<file path="config.mk">
export PLATFORM = sky130hd
export DESIGN_NAME = uart8_transmitter
export DESIGN_NICKNAME = d
export VERILOG_FILES = /design/src/rtl/uart8_transmitter_pkg.sv /design/src/rtl/uart_bit_timer.sv /design/src/rtl/uart8_transmitter.sv
export SDC_FILE = /design/constraint.sdc
export NUM_CORES = 1
export LEC_CHECK = 0
export BUFFER_PORTS_ARGS = -buffer_cell sky130_fd_sc_hd__buf_2
export CORE_MARGIN = 5
export CORE_UTILIZATION = 39
export DETAILED_ROUTE_END_ITERATION = 8
export SLEW_MARGIN = 15
export SYNTH_ARGS = -nofsm -noshare
export SYNTH_HDL_FRONTEND = slang
export SYNTH_SLANG_ARGS = --single-unit
export TNS_END_PERCENT = 1
</file>
<file path="constraint.sdc">
create_clock -name clk -period 3.9 [get_ports clk]
set_clock_uncertainty 0.05 [all_clocks]
set_input_delay 0.78 -clock clk [delete_from_list [all_inputs] [get_ports clk]]
set_output_delay 0.78 -clock clk [all_outputs]
set_load 0.05 [all_outputs]
</file>
<file path="src/rtl/uart8_transmitter_pkg.sv">
// rtl/uart8_transmitter_pkg.sv - shared UART state codes and frame constants (UART_TX_PARITY_EN adds parity)
package uart8_transmitter_pkg;

  localparam int OVERSAMPLE_DEFAULT = 16;
  localparam int DATA_BITS_N        = 8;

`ifdef UART_TX_PARITY_EN
  localparam int FRAME_BITS = 11;
`else
  localparam int FRAME_BITS = 10;
`endif

  // Receiver codes occupy 0..2; transmit-only codes are appended above them.
  typedef enum logic [2:0] {
    IDLE       = 3'd0,
    DATA_BITS  = 3'd1,
    STOP_BIT   = 3'd2,
`ifdef UART_TX_PARITY_EN
    START_BIT  = 3'd3,
    PARITY_BIT = 3'd4
`else
    START_BIT  = 3'd3
`endif
  } uart_state_t;

  function automatic int frame_clocks(input int oversample);
    return oversample * FRAME_BITS;
  endfunction

endpackage

</file>
<file path="src/rtl/uart_bit_timer.sv">
// rtl/uart_bit_timer.sv - oversample tick counter; wrap marks the last clock of a bit period
module uart_bit_timer #(
  parameter int OVERSAMPLE = 16
) (
  input  logic                          clk,
  input  logic                          rst,
  input  logic                          clear,
  output logic [$clog2(OVERSAMPLE)-1:0] count,
  output logic                          wrap
);

  localparam int W = $clog2(OVERSAMPLE);
  localparam logic [W-1:0] LAST = W'(OVERSAMPLE - 1);

  assign wrap = (count == LAST);

  always_ff @(posedge clk) begin
    if (rst || clear || wrap) begin
      count <= '0;
    end else begin
      count <= count + 1'b1;
    end
  end

endmodule

</file>
<file path="src/rtl/uart8_transmitter.sv">
// rtl/uart8_transmitter.sv - 8-bit UART transmitter with one-entry holding buffer
// Optional even parity bit when UART_TX_PARITY_EN is defined.
module uart8_transmitter
  import uart8_transmitter_pkg::*;
#(
  parameter int OVERSAMPLE = OVERSAMPLE_DEFAULT
) (
  input  logic       clk,
  input  logic       rst,
  input  logic       en,
  input  logic       start,
  input  logic [7:0] in,
  output logic       out,
  output logic       ready,
  output logic       busy,
  output logic       done
);

  localparam int W = $clog2(OVERSAMPLE);
  localparam logic [W-1:0] PRE_LAST = W'(OVERSAMPLE - 2);
  localparam logic [2:0]   LAST_BIT = 3'(DATA_BITS_N - 1);

  uart_state_t state, state_d;
  logic [7:0]  shift_reg, shift_d;
  logic [7:0]  hold_reg, hold_d;
  logic        hold_full, hold_full_d;
  logic [2:0]  bit_idx, bit_idx_d;
  logic [W-1:0] tick;
  logic        wrap;
  logic        accept;
  logic        out_d;
  logic        done_d;

  uart_bit_timer #(.OVERSAMPLE(OVERSAMPLE)) u_timer (
    .clk   (clk),
    .rst   (rst),
    .clear (!en || (state == IDLE)),
    .count (tick),
    .wrap  (wrap)
  );

  always_ff @(posedge clk) begin
    if (rst || !en) begin
      state <= IDLE;
    end else begin
      state <= state_d;
    end
  end

  always_ff @(posedge clk) begin
    if (rst || !en) begin
      shift_reg <= '0;
      hold_reg  <= '0;
      hold_full <= 1'b0;
      bit_idx   <= '0;
      out       <= 1'b1;
      ready     <= 1'b1;
      busy      <= 1'b0;
      done      <= 1'b0;
    end else begin
      shift_reg <= shift_d;
      hold_reg  <= hold_d;
      hold_full <= hold_full_d;
      bit_idx   <= bit_idx_d;
      out       <= out_d;
      ready     <= !hold_full_d;
      busy      <= (state_d != IDLE);
      done      <= done_d;
    end
  end

  always_comb begin
    state_d     = state;
    shift_d     = shift_reg;
    hold_d      = hold_reg;
    hold_full_d = hold_full;
    bit_idx_d   = bit_idx;
    accept      = start && !hold_full;
    // done is registered, so raise it one clock ahead of the stop bit's last tick
    done_d      = (state == STOP_BIT) && (tick == PRE_LAST);

    case (state)
      IDLE: begin
        if (accept) begin
          shift_d   = in;
          bit_idx_d = '0;
          state_d   = START_BIT;
        end
      end
      START_BIT: begin
        if (wrap) begin
          bit_idx_d = '0;
          state_d   = DATA_BITS;
        end
      end
      DATA_BITS: begin
        if (wrap) begin
          if (bit_idx == LAST_BIT) begin
`ifdef UART_TX_PARITY_EN
            state_d = PARITY_BIT;
`else
            state_d = STOP_BIT;
`endif
          end else begin
            bit_idx_d = bit_idx + 1'b1;
          end
        end
      end
`ifdef UART_TX_PARITY_EN
      PARITY_BIT: begin
        if (wrap) begin
          state_d = STOP_BIT;
        end
      end
`endif
      STOP_BIT: begin
        if (wrap) begin
          bit_idx_d = '0;
          if (hold_full) begin
            shift_d     = hold_reg;
            hold_full_d = 1'b0;
            state_d     = START_BIT;
          end else if (accept) begin
            shift_d = in;
            state_d = START_BIT;
          end else begin
            state_d = IDLE;
          end
        end
      end
      default: state_d = IDLE;
    endcase

    // Accepts that do not go straight into the shifter park in the holding buffer.
    if (accept && (state != IDLE) && !((state == STOP_BIT) && wrap)) begin
      hold_d      = in;
      hold_full_d = 1'b1;
    end

    out_d = 1'b1;
    case (state_d)
      START_BIT: out_d = 1'b0;
      DATA_BITS: out_d = shift_d[bit_idx_d];
`ifdef UART_TX_PARITY_EN
      PARITY_BIT: out_d = ^shift_d;
`endif
      default: out_d = 1'b1;
    endcase
  end

endmodule

</file>
==> flow_summary.ini, run 1 <==
[outcome]
outcome = finished, final reports clean

[floorplan]
die_y_um = 73.8
dieWidth_um = 73.8
pin_count = 16
start_util_pct = 39.9
dieArea_um2 = 5440
core_area_um2 = 3970
std_cell_rows = 23

[yosys]
synth_seq_cells = 31
synth_top_cell_by_area = dfxtp_1
synth_xor_area_share_pct = 1.10
synth_flop_cell = dfxtp_1
syn_area_per_cell_um2 = 8.39
synthSimpleGateAreaFrac_pct = 24.9
ys.warnings.count = 0
yosysTopAreaCellShare_pct = 39.1
syn_inst = 189
synth_edf_count = 0
synthTopCellsByArea = dfxtp_1 (39%), nor2_1 (7.1%), a21oi_1 (5.1%)
synthArstFlopShare_pct = 0
ys_seq_area_share_pct = 39.1
synth_cell_types = 45
synth_compound_area_share_pct = 21.7
synthMuxAreaShare_pct = 5.05
synth_top_family_by_area = simple AND/OR/NAND/NOR gates
syn_nets = 204
yosys.area_share.adder_pct = 2.37
netlist_area_um2 = 1590

[placement]
dp_cells = 244
dp_hpwl_um = 2430
pre_cts_ws_ns = 1.01
io_buffer_count = 15
gp_routability_congestion = 0.856

[global_route]
grt_usage_pct = 14.7
grt_pass1_vias = 1290
grt_pass1_wl_um = 6040
grt_remaining_overflow = 0
grt_max_degree = 26
antenna_found_initial = 0

[setup_path]
worstReg2RegStart = u_timer.count[0]
arrival_ns = 2.72
cp-end-kind = flip-flop
crit_type = input pin to flip-flop
setup.worst_path.start = start
crit_path_start_kind = input pin
crit_fanout = 13
worstPathRequired_ns = 4.01

[timing]
max-slew-margin-rel_pct = 34.2
fin_ws_ns = 1.29
tns_ns = 0
post-route-period-util_pct = 66.9
fmax_ghz = 0.384
period_needed_ns = 2.61
setup_viol = 0
tightest_slew_ns = 0.987
finalHoldViolCount = 0
rsz0062_at_grt = false
maxSlewViolCount = 0

[flow_run]
cap_violations = 0

[drt]
wire_per_inst_um = 13.8
first_pass_iters = 4
viasPerCell = 5.38
totalWireLength_um = 3490
drc = 0
drt.antenna.violating_nets = 0
first_iter_violations = 112
dr_total_vias = 1357

[layout]
antennaDiodeCount = 0
syn2layout_area_growth_pct = 12.7
drive_gt1_share_pct = 14.9
layout.nets = 216
stdcell_count = 252

[clocking]
cts_buffer_depth = 2
clock_latency_ns = 0.29
postCtsSetupBuffers = 0
cts_buffers = 5
clkTransAtPathRegs_ns = 0.07
cts_sinks = 31
root_buffer = clkbuf_8
cts_tree = yes
htreeDepth = 2
cts.repair.resized = 0
holdBufCountCts = 0

[min_path]
hold_path.class = flip-flop to flip-flop
hp-start = hold_reg[0]

[power_and_ir_drop]
ir_drop_mv = 0.123
power.density_nw_per_um2 = 413
power_uw = 738
p_leak_uw = 0.000680
## metrics by stage
| step | instance area, um^2 | hold slack [ns] | util, % |
|---|---|---|---|
| after detailed placement | 1670 | 0.399 | 42.0 |
| after floorplan | 1590 | 0.380 | - |
| after global routing | 1790 | 0.442 | 45.0 |
| after global placement | 1670 | 0.394 | 42.0 |
| after CTS | 1790 | 0.411 | 45.0 |
| final | 1790 | 0.408 | 45.0 |
## kinds of logic (layout without fill, tap and decap cells)
family / Yosys count / count (layout)
xor gates and xnor gates: 2 / 2
DFF: 31 / 31
other: 1 / 1
muxes: 8 / 8
and+or+nand+nor: 79 / 79
buffers and inverters: 19 / 32
AOI/OAI and AO/OA: 46 / 46
adders and majority gates: 3 / 3
## layer usage
layer / track usage [%] / share of wire [%]
met2: 22.7 / 46
met4: 5.43 / 1.6
met1: 18.8 / 46
met5: 0 / 0
met3: 4.92 / 5.7
## layout by cell type, fill, tap and decap left out, types with 4 or more instances in the layout
cell and count:
nor2_1 30, a32o_1 5, nand2_1 18, nand2b_1 8
dfxtp_1 31, mux2i_1 8, clkbuf_8 6, o211ai_1 4
nor3_1 6, a222oi_1 4, a21oi_1 16, buf_2 15
inv_1 9
## synth_stat cells (4+ instances only)
cell type	n
a21oi_1	16
a222oi_1	4
a32o_1	5
buf_2	4
clkbuf_1	4
dfxtp_1	31
inv_1	9
mux2i_1	8
nand2_1	18
nand2b_1	8
nor2_1	30
nor3_1	6
o211ai_1	4
## report_power, final
part	switching [uW]	internal (uW)
clock network	128	207
registers	7.63	324
logic	44.9	26.6
total	181	557
## critical path, stage by stage
cell and delay (ns):
buf_2 0.25, nand2b_1 0.26, nand2b_1 0.25, nand2_1 0.15, a222oi_1 0.47, a2111oi_1 0.15
nor4_1 0.31, o21ai_1 0.08
## area by class of cell
class                      instances  area (um^2)
fill                             402         2180
multi-input combinational        139          877
sequential                        31          621
clock buffer                       6         82.6
timing repair buffer              15         75.1
tap                               50         62.6
clock inverter                     2         35.0
inverter                           9         33.8
## path summary, 6_finish.rpt
kind / cells past startpoint / end / slack, ns
max: 8 / out / 1.29
min: 2 / hold_reg[0] / 0.41
max reg2reg: 8 / out / 1.42
min reg2reg: 2 / hold_reg[0] / 0.41
Note: power is estimated with default switching activity, not from simulation.
==> run 2, diff against run 1 <==
--- a/config.mk
+++ b/config.mk
@@ -5,6 +5,7 @@
 export SDC_FILE = /design/constraint.sdc
 export NUM_CORES = 1
 export LEC_CHECK = 0
+export ABC_AREA = 1
 export BUFFER_PORTS_ARGS = -buffer_cell sky130_fd_sc_hd__buf_2
 export CORE_MARGIN = 5
 export CORE_UTILIZATION = 39
==> constraint.sdc (replaced) <==
create_clock -name clk -period 2.44 [get_ports clk]
set_clock_uncertainty 0.05 [all_clocks]
set_input_delay 0.488 -clock clk [delete_from_list [all_inputs] [get_ports clk]]
set_output_delay 0.488 -clock clk [all_outputs]
set_load 0.05 [all_outputs]
==> run 2 against run 1 <==
Net effect: die area increased by 14%; highest routed layer unchanged; largest power group is now registers; via count increased by 27%; sequential cell count did not move; cell count is 37% higher; sequential power increased by 59%; combinational power is 98% higher; non-clock buffer count is 3 higher; largest cell class unchanged; register-to-register slack lost 0.90 ns; setup slack got worse by 0.77 ns.
==> flow_summary.ini, run 2 <==
[yosys]
synth_seq_cells = 31
synth_edf_count = 0
ys_seq_area_share_pct = 33.7
syn_area_per_cell_um2 = 6.72
ys.warnings.count = 0
synth_top_cell_by_area = dfxtp_1
synthTopCellsByArea = dfxtp_1 (34%), nand2_1 (16%), nand3_1 (7.3%)
netlist_area_um2 = 1840
synth_flop_cell = dfxtp_1
syn_nets = 289
syn_inst = 274
yosysTopAreaCellShare_pct = 33.7
synthArstFlopShare_pct = 0
synth_top_cells_by_count = nand2_1 (78), dfxtp_1 (31), inv_1 (31)
synth_cell_types = 34
yosys.cell_count.top_type = nand2_1

[clocking]
cts_tree = yes
cts.repair.resized = 0
htreeDepth = 2
cts_buffer_depth = 2
clock_latency_ns = 0.28
postCtsSetupBuffers = 0
cts_buffers = 5
holdBufCountCts = 0
root_buffer = clkbuf_8
clkTransAtPathRegs_ns = 0.07
cts_sinks = 31

[timing]
maxSlewViolCount = 0
fmax_ghz = 0.522
tightest_slew_ns = 0.542
post-route-period-util_pct = 78.5
finalHoldViolCount = 0
tns_ns = 0
max-slew-margin-rel_pct = 63.8
setup_viol = 0
rsz0062_at_grt = false
period_needed_ns = 1.92

[layout]
syn2layout_area_growth_pct = 11.6
stdcell_count = 346
drive_gt1_share_pct = 16.8
antennaDiodeCount = 0
layout_common_cells = nand2_1 (78), inv_1 (31), dfxtp_1 (31)
layout_commonest_cell = nand2_1
fill_cells = 486
final_util_pct = 44.1
layout.nets = 306

[power_and_ir_drop]
swShare_pct = 26.6
p_comb_share_pct = 12.7
clkPwrFrac_pct = 40.1
power.density_nw_per_um2 = 545
ir_drop_mv = 0.206
power_switching_uw = 298
p_leak_uw = 0.000924
p_int_uw = 822
power_frac_seq_pct = 47.3
power_uw = 1120

[global_route]
grt_pass1_wl_um = 7800
grt_pass1_vias = 1655
grt_usage_pct = 16.1
antenna_found_initial = 0
grt_remaining_overflow = 0
grt_max_degree = 20

[floorplan]
dieWidth_um = 78.7
pin_count = 16
die_y_um = 78.7
core_area_um2 = 4660
dieArea_um2 = 6190
start_util_pct = 39.5
std_cell_rows = 25

[setup_path]
critPathMaxStageDelay_ns = 0.37
critPathBufInv = 1
crit_path_start_kind = flip-flop
arrival_ns = 2.05
cp-end-kind = flip-flop
crit_fanout = 16
cp_cell_sequence = ha_1 -> nand3_2 -> buf_4 -> a21oi_1 -> nand2_1 -> nand2_1 -> nand3_1 -> nand2_1 -> nand2_1 -> nand2_1 -> nand3_1 -> nand3_1 -> nand2_1
crit_top_cell = nand2_1
crit_slowest_cell = dfxtp_1
crit_family = simple AND/OR/NAND/NOR gates
crit_type = flip-flop to flip-flop
worstPathRequired_ns = 2.57

[drt]
drc = 0
first_iter_violations = 153
dr_total_vias = 1728
totalWireLength_um = 4420
wire_per_inst_um = 12.8
viasPerCell = 4.99
first_pass_iters = 4
drt.antenna.violating_nets = 0

[placement]
io_buffer_count = 15
dp_cells = 338
dp_hpwl_um = 3180
gp_routability_congestion = 0.854

[outcome]
outcome = finished, final reports clean

[flow_run]
cap_violations = 0

[min_path]
hold_path.class = flip-flop to flip-flop
==> run 2: changes by cell type in the layout (fill, tap and decap cells not counted), sizes merged, moves of 9 or more <==
cell   before  now
nand2      18   83
nand3       2   30
inv         9   34
a21oi      16   33
o21ai       4   13
==> run 2: area by class of cell <==
cell class                 count  area [um^2]  share of cell area (%)
tap                           54         67.6                    3.29
multi-input combinational    200         1030                    50.4
sequential                    31          621                    30.2
inverter                      35          134                    6.52
timing repair buffer          18         97.6                    4.75
clock buffer                   8          100                    4.87
==> run 2: worst paths after layout <==
path / start / to / slack [ns] / cells past startpoint
max reg2reg: u_timer.count[0] / out / 0.52 / 13
min reg2reg: u_timer.count[0] / u_timer.count[0] / 0.42 / 1
max: u_timer.count[0] / out / 0.52 / 13
min: u_timer.count[0] / u_timer.count[0] / 0.42 / 1
==> run 2: metrics by stage <==
stage / cell area, um^2 / hold WS (ns) / setup WS (ns)
final: 2050 / 0.418 / 0.524
after global routing: 2050 / 0.422 / 0.293
after CTS: 2050 / 0.413 / 0.515
after detailed placement: 1950 / 0.407 / 0.522
after global placement: 1950 / 0.396 / 0.558
after floorplan: 1840 / 0.380 / 0.834
==> run 2: worst reg2reg max path: cells and delay by family (launching register included) <==
kind            cells  cell delay [ns]
simple gates       10             0.77
flops               1             0.37
buf+inv             1             0.27
fa+ha+maj           1             0.22
compound gates      1             0.13
==> run 2: per-layer routing <==
metal	track usage [%]	vias to the layer above	wire, um
li1	-	915	-
met1	21.3	760	2140
met2	24.8	42	1940
met3	3.97	11	236
met4	6.64	0	104
met5	0	-	0
==> run 2: power groups by stage <==
stage / Clock [uW] / Combinational (uW) / Sequential [uW]
floorplan: 0 / 99.6 / 545
global placement: 0 / 142 / 541
detailed placement: 0 / 142 / 541
CTS: 462 / 143 / 529
global route: 490 / 162 / 531
finish: 449 / 142 / 529
==> run 2: logic make-up (layout without fill, tap and decap cells) <==
group / count (synthesis) / after routing / share of synthesized area [%]
other cells: 1 / 1 / 0.204
xor+xnor: 2 / 2 / 0.952
simple gates: 138 / 138 / 34.1
fa+ha+maj: 3 / 3 / 2.04
buf+inv: 43 / 61 / 10.1
flops: 31 / 31 / 33.7
compound gates: 56 / 56 / 18.9
